<file path="src/rtl/radix2_divider_pkg.sv">
// radix2_divider_pkg: shared divider FSM state encoding.
package radix2_divider_pkg;
    typedef enum logic [1:0] {DIV_IDLE, DIV_CALC, DIV_DONE} div_state_e;
endpackage

</file>
<file path="src/rtl/radix2_divider_if.sv">
// radix2_divider_if: start/ready/valid handshake between execute stage and divider.
interface radix2_divider_if #(parameter int SIZE = 33);
    logic            start;
    logic            ready;
    logic            valid;
    logic            error;
    logic            is_signed;
    logic            kill;
    logic [SIZE-1:0] dividend;
    logic [SIZE-1:0] divisor;
    logic [SIZE-1:0] quotient;
    logic [SIZE-1:0] remainder;

    modport master (
        output start, is_signed, kill, dividend, divisor,
        input  ready, valid, error, quotient, remainder
    );
    modport slave (
        input  start, is_signed, kill, dividend, divisor,
        output ready, valid, error, quotient, remainder
    );
endinterface

</file>
<file path="src/rtl/radix2_divider_step.sv">
// radix2_div_step: one restoring-division step producing a quotient bit and new partial remainder.
module radix2_div_step #(parameter int SIZE = 33) (
    input  logic [SIZE-1:0] rem,
    input  logic            bit_in,
    input  logic [SIZE-1:0] dvs,
    output logic [SIZE-1:0] rem_next,
    output logic            q_bit
);
    logic [SIZE:0] shifted;
    logic [SIZE:0] trial;

    // rem < dvs keeps shifted below 2*dvs, so the top trial bit is a true sign
    assign shifted  = {rem, bit_in};
    assign trial    = shifted - {1'b0, dvs};
    assign q_bit    = ~trial[SIZE];
    assign rem_next = q_bit ? trial[SIZE-1:0] : shifted[SIZE-1:0];
endmodule

</file>
<file path="src/rtl/radix2_divider.sv">
// radix2_divider: iterative radix-2 restoring divider with RISC-V M semantics.
module radix2_divider
    import radix2_divider_pkg::*;
#(
    parameter int SIZE = 33
) (
    input logic              clk,
    input logic              rst_n,
    radix2_divider_if.slave  bus
);
    localparam int CW = $clog2(SIZE);

    div_state_e      state;
    logic [CW-1:0]   cnt;
    logic [SIZE-1:0] rem, quo, dvs, rem_next, q_fin;
    logic            neg_q, neg_r, q_bit, accept;

    function automatic logic [SIZE-1:0] neg_if(input logic [SIZE-1:0] x, input logic n);
        return n ? -x : x;
    endfunction

    function automatic logic [SIZE-1:0] abs_v(input logic [SIZE-1:0] x, input logic s);
        return neg_if(x, s && x[SIZE-1]);
    endfunction

    assign accept = bus.start && bus.ready && !bus.kill;
    assign q_fin  = {quo[SIZE-2:0], q_bit};

    // quo starts as |dividend| and shifts its MSB into the step while collecting quotient bits
    radix2_div_step #(.SIZE(SIZE)) u_step (
        .rem      (rem),
        .bit_in   (quo[SIZE-1]),
        .dvs      (dvs),
        .rem_next (rem_next),
        .q_bit    (q_bit)
    );

    always_ff @(posedge clk or negedge rst_n) begin
        if (!rst_n) begin
            state         <= DIV_IDLE;
            cnt           <= '0;
            rem           <= '0;
            quo           <= '0;
            dvs           <= '0;
            neg_q         <= 1'b0;
            neg_r         <= 1'b0;
            bus.ready     <= 1'b1;
            bus.valid     <= 1'b0;
            bus.error     <= 1'b0;
            bus.quotient  <= '0;
            bus.remainder <= '0;
        end else if (bus.kill) begin
            state     <= DIV_IDLE;
            bus.ready <= 1'b1;
            bus.valid <= 1'b0;
        end else if (accept) begin
            rem   <= '0;
            cnt   <= CW'(SIZE - 1);
            quo   <= abs_v(bus.dividend, bus.is_signed);
            dvs   <= abs_v(bus.divisor, bus.is_signed);
            neg_q <= bus.is_signed && (bus.dividend[SIZE-1] ^ bus.divisor[SIZE-1]);
            neg_r <= bus.is_signed && bus.dividend[SIZE-1];
            if (bus.divisor == '0) begin
                state         <= DIV_DONE;
                bus.ready     <= 1'b1;
                bus.valid     <= 1'b1;
                bus.error     <= 1'b1;
                bus.quotient  <= '1;
                bus.remainder <= bus.dividend;
            end else begin
                state     <= DIV_CALC;
                bus.ready <= 1'b0;
                bus.valid <= 1'b0;
            end
        end else if (state == DIV_CALC) begin
            rem <= rem_next;
            quo <= q_fin;
            cnt <= cnt - 1'b1;
            if (cnt == '0) begin
                state         <= DIV_DONE;
                bus.ready     <= 1'b1;
                bus.valid     <= 1'b1;
                bus.error     <= 1'b0;
                bus.quotient  <= neg_if(q_fin, neg_q);
                bus.remainder <= neg_if(rem_next, neg_r);
            end
        end else begin
            state     <= DIV_IDLE;
            bus.ready <= 1'b1;
            bus.valid <= 1'b0;
        end
    end
endmodule

</file>
<file path="src/flat_wrapper.sv">
// flat-port wrapper written by rule: the top's interface ports become plain ports
module radix2_divider_flat import radix2_divider_pkg::*;
#(
    parameter int SIZE = 33
)
  (clk, rst_n, bus_start, bus_is_signed, bus_kill, bus_dividend, bus_divisor, bus_ready, bus_valid, bus_error, bus_quotient, bus_remainder);
  radix2_divider_if #(.SIZE(SIZE)) bus_i ();
  input logic clk;
  input logic rst_n;
  input wire logic [$bits(bus_i.start)-1:0] bus_start;
  input wire logic [$bits(bus_i.is_signed)-1:0] bus_is_signed;
  input wire logic [$bits(bus_i.kill)-1:0] bus_kill;
  input wire logic [$bits(bus_i.dividend)-1:0] bus_dividend;
  input wire logic [$bits(bus_i.divisor)-1:0] bus_divisor;
  output wire logic [$bits(bus_i.ready)-1:0] bus_ready;
  output wire logic [$bits(bus_i.valid)-1:0] bus_valid;
  output wire logic [$bits(bus_i.error)-1:0] bus_error;
  output wire logic [$bits(bus_i.quotient)-1:0] bus_quotient;
  output wire logic [$bits(bus_i.remainder)-1:0] bus_remainder;
  assign bus_i.start = bus_start;
  assign bus_i.is_signed = bus_is_signed;
  assign bus_i.kill = bus_kill;
  assign bus_i.dividend = bus_dividend;
  assign bus_i.divisor = bus_divisor;
  assign bus_ready = bus_i.ready;
  assign bus_valid = bus_i.valid;
  assign bus_error = bus_i.error;
  assign bus_quotient = bus_i.quotient;
  assign bus_remainder = bus_i.remainder;
  radix2_divider #(.SIZE(SIZE)) u_core (.clk(clk), .rst_n(rst_n), .bus(bus_i));
endmodule
</file>
<file path="config.mk">
export PLATFORM = sky130hd
export DESIGN_NAME = radix2_divider_flat
export DESIGN_NICKNAME = d
export VERILOG_FILES = /design/src/rtl/radix2_divider_pkg.sv /design/src/rtl/radix2_divider_if.sv /design/src/rtl/radix2_divider_step.sv /design/src/rtl/radix2_divider.sv /design/src/flat_wrapper.sv
export SDC_FILE = /design/constraint.sdc
export NUM_CORES = 1
export LEC_CHECK = 0
export CAP_MARGIN = 0
export CELL_PAD_IN_SITES_DETAIL_PLACEMENT = 0
export CELL_PAD_IN_SITES_GLOBAL_PLACEMENT = 1
export CORE_MARGIN = 5
export CORE_UTILIZATION = 40
export CTS_BUF_LIST = sky130_fd_sc_hd__clkbuf_8
export DETAILED_ROUTE_END_ITERATION = 10
export PLACE_DENSITY_LB_ADDON = 0.1
export SYNTH_ARGS = -nofsm -noshare
export SYNTH_HDL_FRONTEND = slang
export SYNTH_SLANG_ARGS = --single-unit
</file>
<file path="constraint.sdc">
create_clock -name clk -period 6.1 [get_ports clk]
set_input_delay 1.83 -clock clk [delete_from_list [all_inputs] [get_ports clk]]
set_output_delay 1.83 -clock clk [all_outputs]
set_load 0.05 [all_outputs]
</file>
---- Word level (Yosys, flattened, before mapping) ----
Cells that the tools add are included.
storage, ports and cells
  logic and storage cells ................. 73
  output and inout bits ................... 69
  flip-flop bits (word level) ............. 178
cells by class
  equality and inequality tests ........... 3
  $add $sub $neg .......................... 6
  muxes and demuxes ....................... 36
  reduce and logical (&&, ||, !) cells .... 13
  bitwise gates (word level) .............. 3
operators with widths
  operator             count
  $mux 33              17
  $neg 33->33          4
  $sub 34x33->34       1
  $logic_not 33->1     1
  $mux 1               12
  $mux 6               2
  $mux 2               5
  $logic_not 6->1      1
  $sub 6x1->6 const B  1
  $logic_and 1x1->1    5
  $ne 4x3->1 const B   1
  $reduce_and 2->1     2
  $reduce_and 4->1     1
  $reduce_bool 2->1    2
  $eq 2x1->1 const B   1
  $ne 2x2->1 const B   1
  $not 1->1            2
  $logic_not 1->1      1
  $xor 1x1->1          1

---- Logic depth before layout (Yosys ltp) ----
  word-level depth ........................ 7
  depth in mapped cells ................... 22
  mapped depth without buffers ............ 18

---- By module ----
Synthesis repeated with hierarchy kept, for this count alone.
unflattened totals
  cells, all modules ...................... 1401
  area, all modules ....................... 12391.9 µm²
modules (own cells, without submodules)
  module           instances  area an instance (µm²)  cells each
  radix2_divider   1          10017.1                 1094
  radix2_div_step  1          2374.8                  307

---- Worst setup path before layout ----
No wires, ideal clock.
  path kind ............................... in2reg
  start point ............................. in bus_divisor[5]
  end point ............................... reg u_core.bus.quotient[19]
  data arrival time ....................... 5359 ps
  cell stages on the path ................. 17
  library setup time ...................... 77 ps
  buffers on the path ..................... 2
  setup slack ............................. 663 ps
  cell sequence ........................... nor3_1 nand3b_1 or3_1 or4_1 nor4_1 nand2_1 nor3_1 nand3_1 nor4_1 ha_1 and2_0 nor2_1 inv_1 clkbuf_1 clkbuf_1 nor2_1 a21oi_1
between the ends
  cells in the longest elaborated chain, start to end .. 3
RTL lines
  what                        RTL line                 RTL
  from (decl)                 flat_wrapper.sv:14       input wire logic [$bits(bus_i.divisor)-1:0] bus_divisor;
  $logic_not 33->1            radix2_divider.sv:63     if (bus.divisor == '0) begin
  $ne 2x2->1 (no line)        -
  $reduce_and 4->1 (no line)  -
  to (signal assigned)        radix2_divider.sv:84     bus.quotient <= neg_if(q_fin, neg_q);
  to (decl)                   radix2_divider_if.sv:20  output ready, valid, error, quotient, remainder
Every way passes these cells.
A chain may end at the register's enable or synchronous reset.

---- Final worst setup path ----
  start point ............................. in bus_divisor[5]
  end point ............................... reg u_core.bus.remainder[28]
between the ends
  cells in the longest elaborated chain, start to end .. 3
RTL lines
  what                        RTL line                 RTL
  $logic_not 33->1            radix2_divider.sv:63
  $ne 2x2->1 (no line)        -
  $reduce_and 4->1 (no line)  -
  to (signal assigned)        radix2_divider.sv:69     bus.remainder <= bus.dividend;
  to (signal assigned)        radix2_divider.sv:85     bus.remainder <= neg_if(rem_next, neg_r);
  to (decl)                   radix2_divider_if.sv:20
Every way passes these cells.

==> results.json <==
{
  "outcome": "completed",
  "p_total_mw": 4.93,
  "cts_buffers": 17,
  "post_drt_wl_per_cell_um": 18.5,
  "grt-ovfl-total": 0,
  "min_period_ps": 5560,
  "place_hpwl_um": 29700,
  "p_per_area_nw_per_um2": 329,
  "first_iter_violations": 766,
  "root_buffer": "clkbuf_8",
  "drive_above_1_share": 0.0649,
  "die_w_um": 188,
  "crit_arrival_ps": 5940,
  "async_flop_share": 1.00,
  "start_util": 0.405,
  "ioPinCount": 140,
  "maxSlewHeadroom": 0.315,
  "die_area_um2": 35500,
  "grtUsageTotal": 0.215,
  "ctsHoldBuffers": 0,
  "insertion_delay_ps": 480,
  "synthCells": 1582,
  "rsz0062_at_grt": "no",
  "area_growth_syn_to_layout_pct": 17.7,
  "synth_fp_nets": 1694,
  "yosysSeqAreaShare": 0.348,
  "antenna_found_initial": 0,
  "power.leakage_nw": 6.23,
  "period_share": 0.912,
  "worstSetupPathType": "in -> reg",
  "synth_top_flop_cell": "dfrtp_1",
  "first_global_vias": 11200,
  "fmax_mhz": 180,
  "drc": 0,
  "slew_viol_final": 0,
  "core_um2": 31500,
  "yosys.cell_types.count": 85,
  "crit_path_end_kind": "flip-flop",
  "grt_pass1_wl_um": 62400,
  "avgSynthCellArea_um2": 8.06,
  "vias": 11700,
  "critPathRequiredTime_ps": 6480,
  "drtPass1Iterations": 5,
  "ant_nets": 0,
  "hp-class": "reg -> reg",
  "final_nets": 1793,
  "cts_tree": "yes",
  "synth_seq_cells": 177,
  "synth.top_cell.area_share": 0.346,
  "synth.largest_area_cell": "dfrtp_1",
  "mappedNetlistArea_um2": 12700,
  "gp_congestion": 0.870,
  "max-cap-violations": 0,
  "path_max_fanout": 17,
  "synth_edf_count": 0,
  "vias_per_cell": 5.59,
  "final_common_cell": "nand2_1",
  "peakVddDrop_mv": 0.184,
  "die_h_um": 188,
  "cp-start-kind": "input pin",
  "wl_um": 38900,
  "most-common-layout-cells": "nand2_1 (226), dfrtp_1 (176), o21ai_0 (173)",
  "final_hold_viol_count": 0,
  "clk_pin_slew_ps": 110,
  "clkSinkCount": 177,
  "port_buffers": 139,
  "finClkSkew_ps": 32.6,
  "setup_violations": 0,
  "synthTopCellsByArea": "dfrtp_1 (35%), o21ai_0 (6.8%), nand2_1 (6.7%)",
  "synth_warnings": 0,
  "hold_slack_ps": 487,
  "worst_pin_slew_ps": 1030,
  "diodes": 0,
  "row_count": 65,
  "grt_max_degree": 109,
  "cts_max_path_buffers": 2,
  "cts_max_level": 4
}
path summary, 6_finish.rpt:
path,startpoint,end,slack (ps),cells past startpoint
max in group asynchronous,rst_n,u_core.rem[7]$_DFFE_PN0P_,3650,2
max,bus_divisor[5],u_core.bus.remainder[28]$_DFFE_PN0P_,540,18
max reg2reg,u_core.rem[22]$_DFFE_PN0P_,u_core.bus.quotient[30]$_DFFE_PN0P_,1140,17
min in group asynchronous,rst_n,u_core.bus.quotient[30]$_DFFE_PN0P_,1460,1
min,u_core.dvs[17]$_DFFE_PN0P_,u_core.dvs[17]$_DFFE_PN0P_,490,2
min reg2reg,u_core.dvs[17]$_DFFE_PN0P_,u_core.dvs[17]$_DFFE_PN0P_,490,2
state kept, by name, summed over array words and instances (netlist names):
| register | cells |
|---|---|
| u_core.bus.remainder | 33 |
| u_core.quo | 33 |
| u_core.bus.ready | 1 |
| u_core.state | 1 |
| u_core.rem | 33 |
| u_core.dvs | 33 |
| u_core.bus.valid | 1 |
| u_core.bus.quotient | 33 |
| u_core.neg_r | 1 |
| u_core.cnt | 6 |
| u_core.neg_q | 1 |
| u_core.bus.error | 1 |
timing repair:
action,in CTS,in global routing
resized for setup,0,1
setup buffers,0,0
endpoints found under the setup margin,0,1
cell usage after synthesis, drive strengths merged, types with 6 or more instances:
master and number:
or3 30, inv 63, a31oi 21, or4 10, ha 40, buf 20, o21a 9, o31ai 29
o41ai 10, a21oi 131, nand2 227, and2 10, o211ai 6, dfrtp 176, o21ai 191, nor2b 6
a21o 10, nor4 26, or2 9, and3 8, a22o 8, nand2b 6, nor3 39, nand3 19
o22ai 11, nor2 132, xor2 71, clkbuf 66, a211oi 9, xnor2 58, nand4 10, mux2i 36
per-stage QoR:
stage	setup slack (ps)	util	std cells	instance area [um^2]	TNS (ps)
floorplan	663	-	1582	12700	0
global placement	32.3	0.463	2064	14600	0
detailed placement	-113	0.463	2064	14600	-3890
CTS	388	0.476	2096	15000	0
global route	106	0.476	2096	15000	0
finish	537	0.476	2096	15000	0
cells by family (layout without fill, tap and decap cells):
family                     count (synthesis)  in the layout  share of synthesized area
and+or+nand+nor                          550            550                      0.201
xor gates and xnor gates                 129            129                     0.0887
muxes                                     41             41                     0.0327
adders and majority gates                 41             41                     0.0408
AOI/OAI and AO/OA                        495            495                      0.243
buffers and inverters                    149            261                     0.0458
DFF                                      177            177                      0.348
worst max-delay path, stage by stage:
cell and delay, ps:
clkdlybuf4s50_1 440, nor3_1 270, nand3b_1 130, or3_1 390, or4_1 530, nor4_2 250
nand2_1 140, nor3_1 230, nand3_1 190, nor4_1 310, buf_4 190, ha_1 170
and2_0 170, nor2_1 150, inv_2 170, buf_12 160, nor2_1 50, o22ai_1 150
per-layer routing:
layer  track usage  vias to the layer above  part of all wire
met2         0.358                      270              0.47
met1         0.304                     5546              0.48
met4        0.0457                        0             0.016
met3        0.0261                       33             0.037
li1              -                     5873                 -
met5             0                        -                 0
power by group:
part           switching [mW]  internal [mW]  total, mW
logic                    1.51          0.835       2.34
clock network           0.535          0.310      0.844
registers               0.266           1.48       1.74
area by class of cell:
class / instances / area, um^2
Sequential cell: 177 / 4430
Timing Repair Buffer: 166 / 1660
Multi-Input combinational cell: 1256 / 7770
Fill cell: 3184 / 16500
Tap cell: 402 / 503
Inverter: 63 / 236
Clock buffer: 17 / 234
Clock inverter: 15 / 166
(Power assumes the default switching activity.)
==> patch, RTL diff (same settings) <==
Encoding of `div_state_e`: now one-hot (3 bits for 3 states).
--- a/src/rtl/radix2_divider_pkg.sv
+++ b/src/rtl/radix2_divider_pkg.sv
@@ -1,5 +1,5 @@
 // radix2_divider_pkg: shared divider FSM state encoding.
 package radix2_divider_pkg;
-    typedef enum logic [1:0] {DIV_IDLE, DIV_CALC, DIV_DONE} div_state_e;
+    typedef enum logic [2:0] {DIV_IDLE = 3'b001, DIV_CALC = 3'b010, DIV_DONE = 3'b100} div_state_e;
 endpackage
 
Check against the original RTL: same outputs for any inputs over 4 cycles, from zero or initial values and one cycle with rst_n low; so few cycles prove little.
==> patch against the unedited design <==
Sequential cell count grew 1; combinational power shrank 32%; worst setup slack gained 0.23 ns; wire length shrank 0.63%; critical path depth shrank 2; cell area shrank 0.94%; area after synthesis grew 0.23%; power shrank 19%; critical endpoint is now u_core.bus.remainder[9]; largest cell class unchanged.
==> patch: results (changes against the unedited design) <==
| Metric | Value |
|---|---|
| Outcome | finished, final reports clean |
| Clk slew on worst S/H paths | 0.12 ns |
| Ys flop type | dfrtp_1 |
| Number of global-route vias before repair | 11,409 (+2.3%) |
| Netlist cell types | 80 (-5.9%) |
| Syn Nets | 1,691 (-0.18%) |
| XOR/XNOR Fraction of Synth Area | 9.120% (+0.25 points) |
| Mux cell area share after synthesis | 3.546% (+0.28 points) |
| Post-synthesis adder-cell area fraction | 4.075% (-0.0092 points) |
| Top cells by area, synth | dfrtp_1 (34%), o21ai_0 (6.9%), nand2_1 (5.6%) |
| Layout cells sized above 1 | 5.367% (-1.1 points) |
| Post-CTS setup buffers | 0 (unchanged) |
| Vias per inst | 5.556 (-0.65%) |
| GR Util All Layers | 21.66% (+0.14 points) |
| Iteration-0 DRC Markers | 739 (-3.5%) |
| Maximum VDD drop | 0.0001450 V (-21%) |
| Leak | 0.006163 µW (-1.0%) |
| Worst path arrival time | 5.67 ns (-0.27 ns) |
| GP Congestion | 0.8681 (-0.20%) |
| Initial antenna violation count | 0 (unchanged) |
| Largest net degree at the start of global routing | 107 (-1.8%) |
| Worst slew pin tran | 1.092 ns (+0.06382 ns) |
| Setup Skew | 0.03419 ns (+0.001637 ns) |
| Slowest stage delay, CP | 0.61 ns (+0.08 ns) |
| Mean routed wirelength per cell | 18.57 µm (+0.18%) |
| Dpl hpwl | 28,740 µm (-3.2%) |
| Synth top cells by count | nand2_1 (190), dfrtp_1 (176), o21ai_0 (175), nor2_1 (140), a21oi_1 (134) |
| Sequential fraction of the synthesis area | 34.89% (+0.13 points) |
| Nets | 1,776 (-0.95%) |
| Synth Area in Compound Gates | 23.56% (-0.79 points) |
| First-pass GRT wire length | 62,710 µm (+0.49%) |
| PostCTS Resize Cnt | 0 (unchanged) |
patch: worst max-delay path, delay by kind of cell:
family	cells	cell delay, ns
AOI/OAI and AO/OA	2	0.14
adders and majority gates	1	0.22
buffers and inverters	4	1.04
and+or+nand+nor	9	2.42
patch: area by class of cell:
class	instances	area (µm²)
clock buffer	17	234.0
clock inverter	15	161.4
fill	3257	16700
inverter	60	225.2
multi-input combinational	1248	7706
sequential	178	4457
tap	402	503.0
timing repair buffer	159	1568
patch: logic make-up after synthesis:
| kind of cell | Yosys count |
|---|---|
| fa+ha+maj | 41 |
| xor+xnor | 133 |
| flops | 178 |
| simple gates | 540 |
| mux | 45 |
| buf+inv | 153 |
| compound gates | 489 |
patch: power by group:
| group | switching, µW | total, µW | internal, µW |
|---|---|---|---|
| clock | 546 | 860 | 314 |
| combinational | 1000 | 1580 | 576 |
| sequential | 190 | 1570 | 1380 |
| total | 1740 | 4000 | 2270 |
patch: routing by layer:
layer	part of all wire [%]	up-vias	track usage (%)
li1	-	5829	-
met3	3.2	40	2.686
met2	46	238	35.71
met1	48	5444	30.30
met5	0	-	0
met4	2.1	0	5.689
patch: final timing paths:
check	start	cells after the start	endpoint	slack [ns]
min reg2reg	u_core.dvs[17]	2	u_core.dvs[17]	0.49
min in group asynchronous	rst_n	1	u_core.quo[7]	1.44
max reg2reg	u_core.rem[3]	18	u_core.bus.remainder[26]	1.04
max	bus_divisor[5]	16	u_core.bus.remainder[9]	0.77
min	u_core.dvs[17]	2	u_core.dvs[17]	0.49
max in group asynchronous	rst_n	2	u_core.dvs[31]	3.62
patch: through the flow:
step | worst slack [ns] | cell area [µm²] | hold slack [ns] | power (µW) | std cells
finish | 0.7713 | 14850 | 0.4894 | 4004 | 2079
global route | 0.3925 | 14850 | 0.5129 | 4244 | 2079
CTS | 0.7201 | 14850 | 0.4973 | 4035 | 2079
detailed placement | 0.2121 | 14460 | 0.4703 | 3176 | 2047
global placement | 0.3157 | 14460 | 0.4636 | 3161 | 2047
floorplan | 1.233 | 12770 | 0.4498 | 2637 | 1579
